<file path="src/rtl/ps2_key_decoder.sv">
`default_nettype none
// ============================================================================
// Module   : ps2_key_decoder
// Purpose  : Receives raw PS/2 keyboard clock/data, frames 11-bit words,
//            checks odd parity and stop bit, tracks E0/F0 prefixes, emits
//            one-cycle key-event strobes and a held-key bitmap for the keys
//            the game uses.
// Ports    : clk_i          system clock, everything on posedge
//            rst_i          synchronous active-low reset
//            keyclk_i       raw PS/2 clock (asynchronous)
//            keyinput_i     raw PS/2 data  (asynchronous)
//            key_code_o     last completed make/break code, prefixes removed
//            key_ext_o      key_code_o was preceded by E0
//            key_release_o  key_code_o was preceded by F0
//            key_valid_o    one-cycle strobe: code/ext/release are new
//            frame_err_o    one-cycle strobe on parity or stop-bit error
//            key_held_o     level bitmap, 1 = key currently down
// Revision : 1.0 - initial release
// ============================================================================
module ps2_key_decoder #(
  parameter int TIMEOUT_CYCLES = 50000
) (
  input  logic        clk_i,
  input  logic        rst_i,
  input  logic        keyclk_i,
  input  logic        keyinput_i,
  output logic [7:0]  key_code_o,
  output logic        key_ext_o,
  output logic        key_release_o,
  output logic        key_valid_o,
  output logic        frame_err_o,
  output logic [13:0] key_held_o
);

  localparam int            TW      = (TIMEOUT_CYCLES > 2) ? $clog2(TIMEOUT_CYCLES) : 1;
  localparam logic [TW-1:0] TO_LAST = TW'(TIMEOUT_CYCLES - 1);

  typedef enum logic [1:0] {
    ST_IDLE  = 2'd0,
    ST_RECV  = 2'd1,
    ST_CHECK = 2'd2
  } state_t;

  state_t         state_q;
  logic [2:0]     kclk_q;     // [0]=sync1, [1]=sync2, [2]=edge-detect flop
  logic [1:0]     kdat_q;     // [0]=sync1, [1]=sync2
  logic [3:0]     bitcnt_q;
  logic [9:0]     shift_q;    // {stop, parity, data[7:0]} once full
  logic [TW-1:0]  tcnt_q;
  logic           ext_q;
  logic           brk_q;
  logic [7:0]     key_code_q;
  logic           key_ext_q;
  logic           key_release_q;
  logic           key_valid_q;
  logic           frame_err_q;
  logic [13:0]    key_held_q;

  logic           fall;
  logic           din;
  logic [7:0]     rx_byte;
  logic           frame_ok;
  logic           is_drop;
  logic [13:0]    hit_mask;

  assign fall     = ~kclk_q[1] & kclk_q[2];
  assign din      = kdat_q[1];
  assign rx_byte  = shift_q[7:0];
  // Odd parity over data+parity, and a high stop bit.
  assign frame_ok = (^shift_q[8:0]) & shift_q[9];
  assign is_drop  = (rx_byte == 8'h00) || (rx_byte == 8'hAA) || (rx_byte == 8'hE1) ||
                    (rx_byte == 8'hEE) || (rx_byte == 8'hFA) || (rx_byte == 8'hFE) ||
                    (rx_byte == 8'hFF);

  // Held-key bit selected by the pending extended flag plus the code byte.
  always_comb begin
    hit_mask = '0;
    case ({ext_q, rx_byte})
      9'h175:  hit_mask = 14'h0001; // Up
      9'h172:  hit_mask = 14'h0002; // Down
      9'h16B:  hit_mask = 14'h0004; // Left
      9'h174:  hit_mask = 14'h0008; // Right
      9'h01D:  hit_mask = 14'h0010; // W
      9'h01C:  hit_mask = 14'h0020; // A
      9'h01B:  hit_mask = 14'h0040; // S
      9'h023:  hit_mask = 14'h0080; // D
      9'h03B:  hit_mask = 14'h0100; // J
      9'h042:  hit_mask = 14'h0200; // K
      9'h04B:  hit_mask = 14'h0400; // L
      9'h043:  hit_mask = 14'h0800; // I
      9'h05A:  hit_mask = 14'h1000; // Enter
      9'h02D:  hit_mask = 14'h2000; // R
      default: hit_mask = '0;
    endcase
  end

  always_ff @(posedge clk_i) begin
    if (!rst_i) begin
      state_q       <= ST_IDLE;
      kclk_q        <= '0;
      kdat_q        <= '0;
      bitcnt_q      <= '0;
      shift_q       <= '0;
      tcnt_q        <= '0;
      ext_q         <= 1'b0;
      brk_q         <= 1'b0;
      key_code_q    <= '0;
      key_ext_q     <= 1'b0;
      key_release_q <= 1'b0;
      key_valid_q   <= 1'b0;
      frame_err_q   <= 1'b0;
      key_held_q    <= '0;
    end else begin
      kclk_q      <= {kclk_q[1:0], keyclk_i};
      kdat_q      <= {kdat_q[0], keyinput_i};
      key_valid_q <= 1'b0;
      frame_err_q <= 1'b0;

      // Inter-edge watchdog: only counts while a frame is in progress.
      if (fall || (state_q != ST_RECV) || (tcnt_q == TO_LAST)) begin
        tcnt_q <= '0;
      end else begin
        tcnt_q <= tcnt_q + 1'b1;
      end

      case (state_q)
        ST_IDLE: begin
          if (fall && !din) begin
            state_q  <= ST_RECV;
            bitcnt_q <= 4'd1;
          end
        end

        ST_RECV: begin
          if (fall) begin
            shift_q  <= {din, shift_q[9:1]};
            bitcnt_q <= bitcnt_q + 4'd1;
            if (bitcnt_q == 4'd10) begin
              state_q <= ST_CHECK;
            end
          end else if (tcnt_q == TO_LAST) begin
            state_q <= ST_IDLE;
          end
        end

        ST_CHECK: begin
          // Edges landing here are not legal PS/2 timing and are ignored.
          state_q <= ST_IDLE;
          if (!frame_ok) begin
            frame_err_q <= 1'b1;
            ext_q       <= 1'b0;
            brk_q       <= 1'b0;
          end else if (rx_byte == 8'hE0) begin
            ext_q <= 1'b1;
          end else if (rx_byte == 8'hF0) begin
            brk_q <= 1'b1;
          end else if (is_drop) begin
            ext_q <= 1'b0;
            brk_q <= 1'b0;
          end else begin
            key_code_q    <= rx_byte;
            key_ext_q     <= ext_q;
            key_release_q <= brk_q;
            key_valid_q   <= 1'b1;
            key_held_q    <= brk_q ? (key_held_q & ~hit_mask) : (key_held_q | hit_mask);
            ext_q         <= 1'b0;
            brk_q         <= 1'b0;
          end
        end

        default: state_q <= ST_IDLE;
      endcase
    end
  end

  assign key_code_o    = key_code_q;
  assign key_ext_o     = key_ext_q;
  assign key_release_o = key_release_q;
  assign key_valid_o   = key_valid_q;
  assign frame_err_o   = frame_err_q;
  assign key_held_o    = key_held_q;

endmodule
`default_nettype wire

</file>
<file path="config.mk">
export PLATFORM = sky130hd
export DESIGN_NAME = ps2_key_decoder
export DESIGN_NICKNAME = d
export VERILOG_FILES = /design/src/rtl/ps2_key_decoder.sv
export SDC_FILE = /design/constraint.sdc
export NUM_CORES = 1
export LEC_CHECK = 0
export ABC_AREA = 0
export BUFFER_PORTS_ARGS = -buffer_cell sky130_fd_sc_hd__buf_4
export CORE_MARGIN = 2
export CORE_UTILIZATION = 45
export CTS_CLUSTER_SIZE = 40
export DETAILED_ROUTE_END_ITERATION = 7
export MAX_ROUTING_LAYER = met4
export SYNTH_ARGS = -nofsm -noshare
export SYNTH_HDL_FRONTEND = slang
export SYNTH_SLANG_ARGS = --single-unit
</file>
<file path="constraint.sdc">
create_clock -name clk_i -period 4.2 [get_ports clk_i]
set_input_delay 0.21 -clock clk_i [delete_from_list [all_inputs] [get_ports clk_i]]
set_output_delay 0.21 -clock clk_i [all_outputs]
set_load 0.02 [all_outputs]
</file>
* Word level (Yosys, flattened, before mapping)
Index checks and enable logic that the tools add are counted.
** Storage, ports and cells
- Bits in registers :: 65
- Input bits :: 4
- Output and inout bits :: 26
- Word-level logic and storage cells :: 102
** Cells by class
- $add $sub $neg :: 2
- Equal/unequal tests :: 33
- Muxes and demuxes :: 18
- Bitwise gates (word level) :: 12
- Reduce and logical (&&, ||, !) cells :: 23
** Operators with widths (number)
- one-hot mux 14 bit (14 select lines) :: 1
- equality test 8 bit (second input constant) :: 8
- equality test 9 x 7 -> 1 bit (second input constant) :: 4
- equality test 9 bit (second input constant) :: 4
- equality test 9 x 5 -> 1 bit (second input constant) :: 3
- equality test 9 x 6 -> 1 bit (second input constant) :: 3
- adder 16 x 1 -> 16 bit (second input constant) :: 1
- equality test 16 bit (second input constant) :: 1
- bitwise AND 14 bit :: 1
- two-way mux 14 bit :: 1
- inverter 14 bit :: 1
- OR 14 bit :: 1
- inequality test 3 bit (second input constant) :: 3
- parity 9 bit :: 1
- logical NOT 8 bit :: 1
- logical OR 1 bit :: 8
- two-way mux 1 bit :: 8
- two-way mux 2 bit :: 4
- two-way mux 4 bit :: 2
- one-hot mux 4 bit (2 select lines) :: 1
- AND reduction 2 bit :: 4
- inverter 1 bit :: 7
- inequality test 2 bit (second input constant) :: 3
- AND reduction 3 bit :: 2
- 14 further kinds :: 15

* Longest topological paths before layout
Gate-level depths: netlist (run 1).
- Word-level depth :: 9
- Mapped depth :: 8
- Gate-level depth less buffers :: 7

* Worst setup path after synthesis (run 1)
Ideal clock, no wire load.
- Path kind :: reg2reg
- From :: register shift_q[0]
- To :: register (tool-made name)
- Library setup time :: 72 ps
- Data arrival time :: 2045 ps
- Data required time :: 4128 ps
- Slack :: 2083 ps
- Cell stages (with the launch flop) :: 9
- Buffers on the path :: 1
- Period minus slack after synthesis :: 2117 ps
- Cell sequence :: dfxtp_1 -> inv_1 -> ha_1 -> xnor3_1 -> xnor2_2 -> nand3_2 -> buf_6 -> nor4_2 -> mux2i_1
** RTL lines
- start, declared :: RTL line 48 : logic [9:0] shift_q;
- start signal, assigned :: RTL line 136 : shift_q <= {din, shift_q[9:1]};

==> impl_metrics.py, run 1 <==
metrics = {
    "clock_network": {
        "h-tree-depth": 3,
        "clock_latency_ps": 330,
        "clockBufferDepth": 2,
        "hold_buffers": 0,
        "post-cts-setup-buffer-count": 0,
        "cts-root-buf": "clkbuf_8",
        "cts.sinks": 65,
        "cts_buffers": 9,
        "cts_tree": "done",
        "cts_resized": 0,
        "path_clk_slew_ps": 70,
    },
    "cells_and_area": {
        "nFillCells": 678,
        "drive_above_1_share_pct": 13.0,
        "multi_input_area_um2": 1710,
        "regArea_um2": 1300,
        "area_growth_pct": 13.9,
        "num_antenna_cells": 0,
        "design_area_um2": 3540,
        "nets": 397,
    },
    "timing": {
        "finalCritPeriodShare_pct": 59.9,
        "fin_tns_setup_ps": 0,
        "setup_viol": 0,
        "maxSlewViolCount": 0,
        "fmax_mhz": 398,
        "fin_crit_ps": 2510,
        "tightest_slew_ps": 670,
        "rsz0062_at_grt": "no",
        "relSlewSlack_pct": 55.2,
        "skew_ps": 7.43,
        "hold_viol": 0,
    },
    "power_and_ir_drop": {
        "peakVddDrop_uv": 183,
        "finalPower_mw": 1.11,
        "p_leak_nw": 1.34,
        "p_per_area_nw_per_um2": 313,
    },
    "worst_setup_path": {
        "required_ps": 4450,
        "path_max_fanout": 12,
        "crit_path_end_kind": "flop",
        "path_class": "flop to flop",
        "start_kind": "flop",
        "cp.arrival_ps": 2770,
    },
    "global_route": {
        "grt_max_degree": 61,
        "grt_overflow_total": 0,
        "grt_pass1_wl_mm": 10.2,
        "gr-usage-all-layers_pct": 17.5,
        "antenna_found_initial": 0,
        "first_global_vias": 2220,
    },
    "logic_synthesis": {
        "syn-cell-area_um2": 3110,
        "seq_area_frac_synth_pct": 41.9,
        "avgSynthCellArea_um2": 8.99,
        "netlist_instances": 346,
        "syn_nets": 369,
        "ys_async_sr_fraction_pct": 0,
        "ys.flop_type": "dfxtp_1",
        "synth-seq-cells": 65,
        "synth_edf_count": 0,
        "ys_types": 41,
        "ys_warn_count": 0,
    },
    "route": {
        "vias": 2368,
        "drc": 0,
        "wl_mm": 5.98,
        "viasPerCell": 5.19,
        "drt_iter0_drc": 85,
        "wire_per_inst_um": 13.1,
        "drtPass1Iterations": 4,
        "ant_nets": 0,
    },
    "die": {
        "die-area_um2": 7590,
        "initial_core_util_pct": 46.0,
        "core_area_um2": 6760,
        "die_y_um": 87.1,
        "die_x_um": 87.1,
        "rows": 30,
        "io_pins": 30,
    },
    "run_status": {
        "status": "finished, final reports clean",
    },
    "placed_design": {
        "post-dp-hpwl_mm": 4.16,
        "port_buffers": 29,
        "place_congestion": 0.802,
        "dpl-instance-area_um2": 3370,
    },
    "run": {
        "maxCapViolations": 0,
    },
    "worst_hold_path": {
        "hold_path_class": "primary input to flop",
    },
}
-- critical path: stages (launching register included) --
cell and delay [ps]:
dfxtp_1 410, inv_1 90, ha_1 310, xnor3_1 380
xnor2_2 220, nand3_2 340, nor4_1 450, mux2i_1 240
-- cells in the mapped netlist, types with 2 or more instances --
cell type,number,share of area [%]
a22oi_1,2,0.48
nor3_1,9,1.4
dfxtp_1,65,42
nor4_2,4,1.6
nand2_1,76,9.2
o21ai_0,2,0.32
mux2i_1,24,7.7
nand4_1,11,2.2
a21boi_1,11,2.7
nor4_1,5,1.0
nor2_1,22,2.7
and3_1,7,1.4
ha_1,19,7.6
nand2b_1,2,0.40
xnor2_1,7,2.0
and4_1,3,0.85
and3b_1,2,0.56
a31oi_1,2,0.40
nor2b_1,7,1.4
o21ai_1,2,0.32
and2_1,8,1.6
nand3_1,9,1.4
inv_1,11,1.3
xor2_1,10,2.8
clkbuf_1,10,1.2
-- metrics by stage --
step	util (%)	hold WS, ps	cells	worst slack [ps]
6_report	52.4	88.1	456	1690
5_1_grt	52.4	75.3	456	1470
4_1_cts	52.4	72.9	456	1700
3_5_place_dp	49.9	422	443	1720
3_3_place_gp	49.9	416	443	1790
2_1_floorplan	-	337	346	2080
-- power by group --
part | total, mW | internal, mW | switching, mW
logic | 0.0189 | 0.00617 | 0.0127
registers | 0.621 | 0.619 | 0.00129
clock network | 0.468 | 0.253 | 0.215
-- metal layers --
metal	vias up	global-route usage [%]	wire (um)
met5	-	-	0
met4	0	5.17	78
met3	8	5.40	217
met2	38	26.2	2780
met1	1093	22.7	2910
li1	1229	-	-
-- final cells by class --
class | instances | share of cell area, %
clock buffer | 13 | 4.77
inverter | 11 | 1.17
multi-input combinational | 258 | 48.4
sequential | 65 | 36.7
tap | 80 | 2.83
timing repair buffer | 29 | 6.15
-- final timing paths --
kind | startpoint | end | slack [ps] | cells past startpoint
hold / removal | keyinput_i | kdat_q[0] | 90 | 2
hold reg to reg | kdat_q[0] | kdat_q[1] | 430 | 1
setup reg to reg | shift_q[0] | flop | 1690 | 7
setup / recovery | shift_q[0] | flop | 1690 | 7
-- kinds of logic (layout without fill, tap and decap cells) --
group,after synthesis,count (layout),synth area share [%]
flops,65,65,41.9
simple gates,172,172,28.1
fa+ha+maj,19,19,7.65
compound gates,24,24,5.59
mux,24,24,7.73
buf+inv,23,53,3.06
xor+xnor,19,19,6.04
-- placed cells by master (no fill, tap or decap), drive strengths merged, types with 3 or more instances in the layout --
master,Yosys,final
nand2,76,76
dfxtp,65,65
buf,2,29
mux2i,24,24
nor2,23,23
ha,19,19
clkbuf,10,13
inv,11,11
nand4,11,11
a21boi,11,11
xor2,10,10
nand3,10,10
nor3,9,9
nor4,9,9
and2,8,8
xnor2,8,8
and3,7,7
nor2b,7,7
o21ai,4,4
and4,3,3
(Power assumes the default switching activity.)
==> run 2: changes to the inputs <==
--- a/config.mk
+++ b/config.mk
@@ -5,13 +5,14 @@
 export SDC_FILE = /design/constraint.sdc
 export NUM_CORES = 1
 export LEC_CHECK = 0
-export ABC_AREA = 0
+export ABC_AREA = 1
 export BUFFER_PORTS_ARGS = -buffer_cell sky130_fd_sc_hd__buf_4
 export CORE_MARGIN = 2
 export CORE_UTILIZATION = 45
 export CTS_CLUSTER_SIZE = 40
 export DETAILED_ROUTE_END_ITERATION = 7
 export MAX_ROUTING_LAYER = met4
+export PLACE_DENSITY = 0.66
 export SYNTH_ARGS = -nofsm -noshare
 export SYNTH_HDL_FRONTEND = slang
 export SYNTH_SLANG_ARGS = --single-unit
==> constraint.sdc (replaced) <==
create_clock -name clk_i -period 2.3 [get_ports clk_i]
set_input_delay 0.115 -clock clk_i [delete_from_list [all_inputs] [get_ports clk_i]]
set_output_delay 0.115 -clock clk_i [all_outputs]
set_load 0.02 [all_outputs]
==> run 2 against run 1 <==
Sequential power is 82% higher; largest power group is now the clock network; clock skew is 2.2 ps higher; critical path type unchanged; highest routed layer unchanged; maximum frequency is 23% higher; die area is 1.2% higher; count of clock-buffer cells in the layout is 3 lower; sequential share of layout area is 1.8 points lower.
==> impl_metrics.py, run 2 <==
metrics = {
    "run_status": {
        "status": "finished, final reports clean",
    },
    "placed_design": {
        "post-dp-hpwl_mm": 4.57,
        "place_congestion": 0.957,
        "port_buffers": 29,
    },
    "clock_network": {
        "cts_tree": "done",
        "cts-root-buf": "clkbuf_8",
        "cts.sinks": 65,
        "clock_latency_ps": 350,
        "h-tree-depth": 3,
        "path_clk_slew_ps": 80,
        "clockBufferDepth": 2,
        "cts_buffers": 9,
    },
    "worst_setup_path": {
        "crit_path_end_kind": "flop",
        "start_kind": "flop",
        "required_ps": 2560,
        "path_delay_family": "simple AND/OR/NAND/NOR gates",
        "worstRegToRegCells": 12,
        "r2r_setup_slack_ps": 250,
        "cp.arrival_ps": 2310,
        "path_max_fanout": 28,
        "r2r-start": "shift_q[4]",
        "cpMostUsedCell": "nand2_1",
        "critPathSlowestCell": "dfxtp_1",
        "path_cells": "inv_1, ha_1, inv_1, nand2_1, nand2_1, nand2_1, nand3_1, nand3_2, nor2_4, buf_8, nand3_1, a21oi_1",
        "path_class": "flop to flop",
        "slowest_delay_ps": 420,
        "path_buf_inv": 3,
    },
    "timing": {
        "fin_crit_ps": 2050,
        "finalCritPeriodShare_pct": 89.1,
        "relSlewSlack_pct": 62.8,
        "hold_viol": 0,
        "skew_ps": 9.66,
        "tightest_slew_ps": 555,
        "setup_viol": 0,
        "maxSlewViolCount": 0,
        "rsz0062_at_grt": "no",
        "fmax_mhz": 488,
        "fin_tns_setup_ps": 0,
    },
    "logic_synthesis": {
        "ys_types": 30,
        "avgSynthCellArea_um2": 7.21,
        "syn-cell-area_um2": 3150,
        "synth-seq-cells": 65,
        "ys_warn_count": 0,
        "yosys.cell_count.top_type": "nand2_1",
        "netlist_instances": 437,
        "yosysTopAreaCell": "dfxtp_1",
        "synthTopCellsByArea": "dfxtp_1 (41%), nand2_1 (12%), ha_1 (7.5%), nor2_1 (6.4%), inv_1 (6.2%)",
        "syn_nets": 460,
        "ys.flop_type": "dfxtp_1",
        "synth_edf_count": 0,
        "ys_async_sr_fraction_pct": 0,
        "netlist_top_cells_count": "nand2_1 (99), dfxtp_1 (65), nor2_1 (54), inv_1 (52), a21oi_1 (35)",
        "synth_top_area_share_pct": 41.3,
        "seq_area_frac_synth_pct": 41.3,
    },
    "cells_and_area": {
        "fin_util_pct": 54.9,
        "num_antenna_cells": 0,
        "final_common_cell": "nand2_1",
        "nets": 493,
        "layout_common_cells": "nand2_1 (99), dfxtp_1 (65), nor2_1 (54), inv_1 (52), a21oi_1 (35)",
        "drive_above_1_share_pct": 13.1,
        "area_growth_pct": 18.4,
    },
    "route": {
        "drt_iter0_drc": 114,
        "drc": 0,
        "wire_per_inst_um": 10.9,
        "viasPerCell": 4.77,
        "vias": 2726,
        "wl_mm": 6.21,
        "drtPass1Iterations": 4,
        "ant_nets": 0,
    },
    "power_and_ir_drop": {
        "p_per_area_nw_per_um2": 639,
        "peakVddDrop_uv": 371,
        "p_leak_nw": 1.58,
    },
    "global_route": {
        "grt_overflow_total": 0,
        "grt_pass1_wl_mm": 10.8,
        "antenna_found_initial": 0,
        "grt_max_degree": 33,
        "gr-usage-all-layers_pct": 18.4,
        "first_global_vias": 2522,
    },
    "run": {
        "maxCapViolations": 0,
    },
    "die": {
        "die_x_um": 87.7,
        "io_pins": 30,
        "rows": 30,
        "initial_core_util_pct": 46.4,
        "die_y_um": 87.7,
        "core_area_um2": 6790,
        "die-area_um2": 7680,
    },
    "worst_hold_path": {
        "min_from": "rst_i",
        "hold_path_class": "primary input to flop",
        "whs_endpoint": "kclk_q[1]",
        "whs_path_depth": 3,
    },
}
## run 2: changes by cell type after synthesis, moves of 22 or more
cell	delta
nand2_1	+23
mux2i_1	-24
inv_1	+41
a21oi_1	+34
nor2_1	+32
nand3_1	+23
o21ai_0	+22
## run 2: report_power, final
part           leakage (nW)  switching [mW]  internal (mW)
combinational         0.938          0.0283         0.0152
sequential            0.524         0.00413           1.13
clock                 0.123           0.450          0.753
## run 2: final cells by class
cell class	instances	area, um^2
multi-input combinational	303	1570
clock buffer	10	138
clock inverter	6	115
inverter	56	210
timing repair buffer	35	275
sequential	65	1300
fill	641	3070
tap	96	120
## run 2: tightest hold or removal path: stages
cell and delay (ps):
buf_4 210, nand2_1 90, inv_1 30
## run 2: cell families after synthesis
family / Yosys count / share of synthesized area (%)
simple gates: 216 / 30.4
compound gates: 61 / 9.85
fa+ha+maj: 19 / 7.55
xor+xnor: 7 / 1.95
flops: 65 / 41.3
buf+inv: 69 / 8.90
## run 2: per-layer routing
metal	GRT usage [%]	part of all wire, %
met2	27.5	43
met1	23.3	51
met5	-	0
met3	3.20	3.9
met4	10.3	2.6
## run 2: worst max path at each step
stage | startpoint | endpoint | slack [ps] | cells past startpoint
global route | shift_q[2] | flop | 10 | 12
finish | shift_q[4] | flop | 250 | 12
detailed placement | shift_q[4] | flop | 200 | 12
global placement | shift_q[4] | flop | 340 | 12
floorplan | shift_q[4] | key_code_o[1] | 470 | 14
CTS | shift_q[4] | flop | 170 | 12
## run 2: what timing repair did
item                       CTS  global route
hold buffers                 2             0
hold endpoints to repair     2             0
resized for setup            0             2
buffers inserted             0             0
setup endpoints to repair    0            13
## run 2: through the flow
step	cells	total power, mW	setup WS [ps]	hold slack, ps	area (um^2)
2_1_floorplan	437	1.19	467	213	3150
3_3_place_gp	553	1.20	338	297	3450
3_5_place_dp	553	1.20	197	304	3450
4_1_cts	571	2.41	172	128	3720
5_1_grt	571	2.46	11.4	157	3730
6_report	571	2.38	250	134	3730
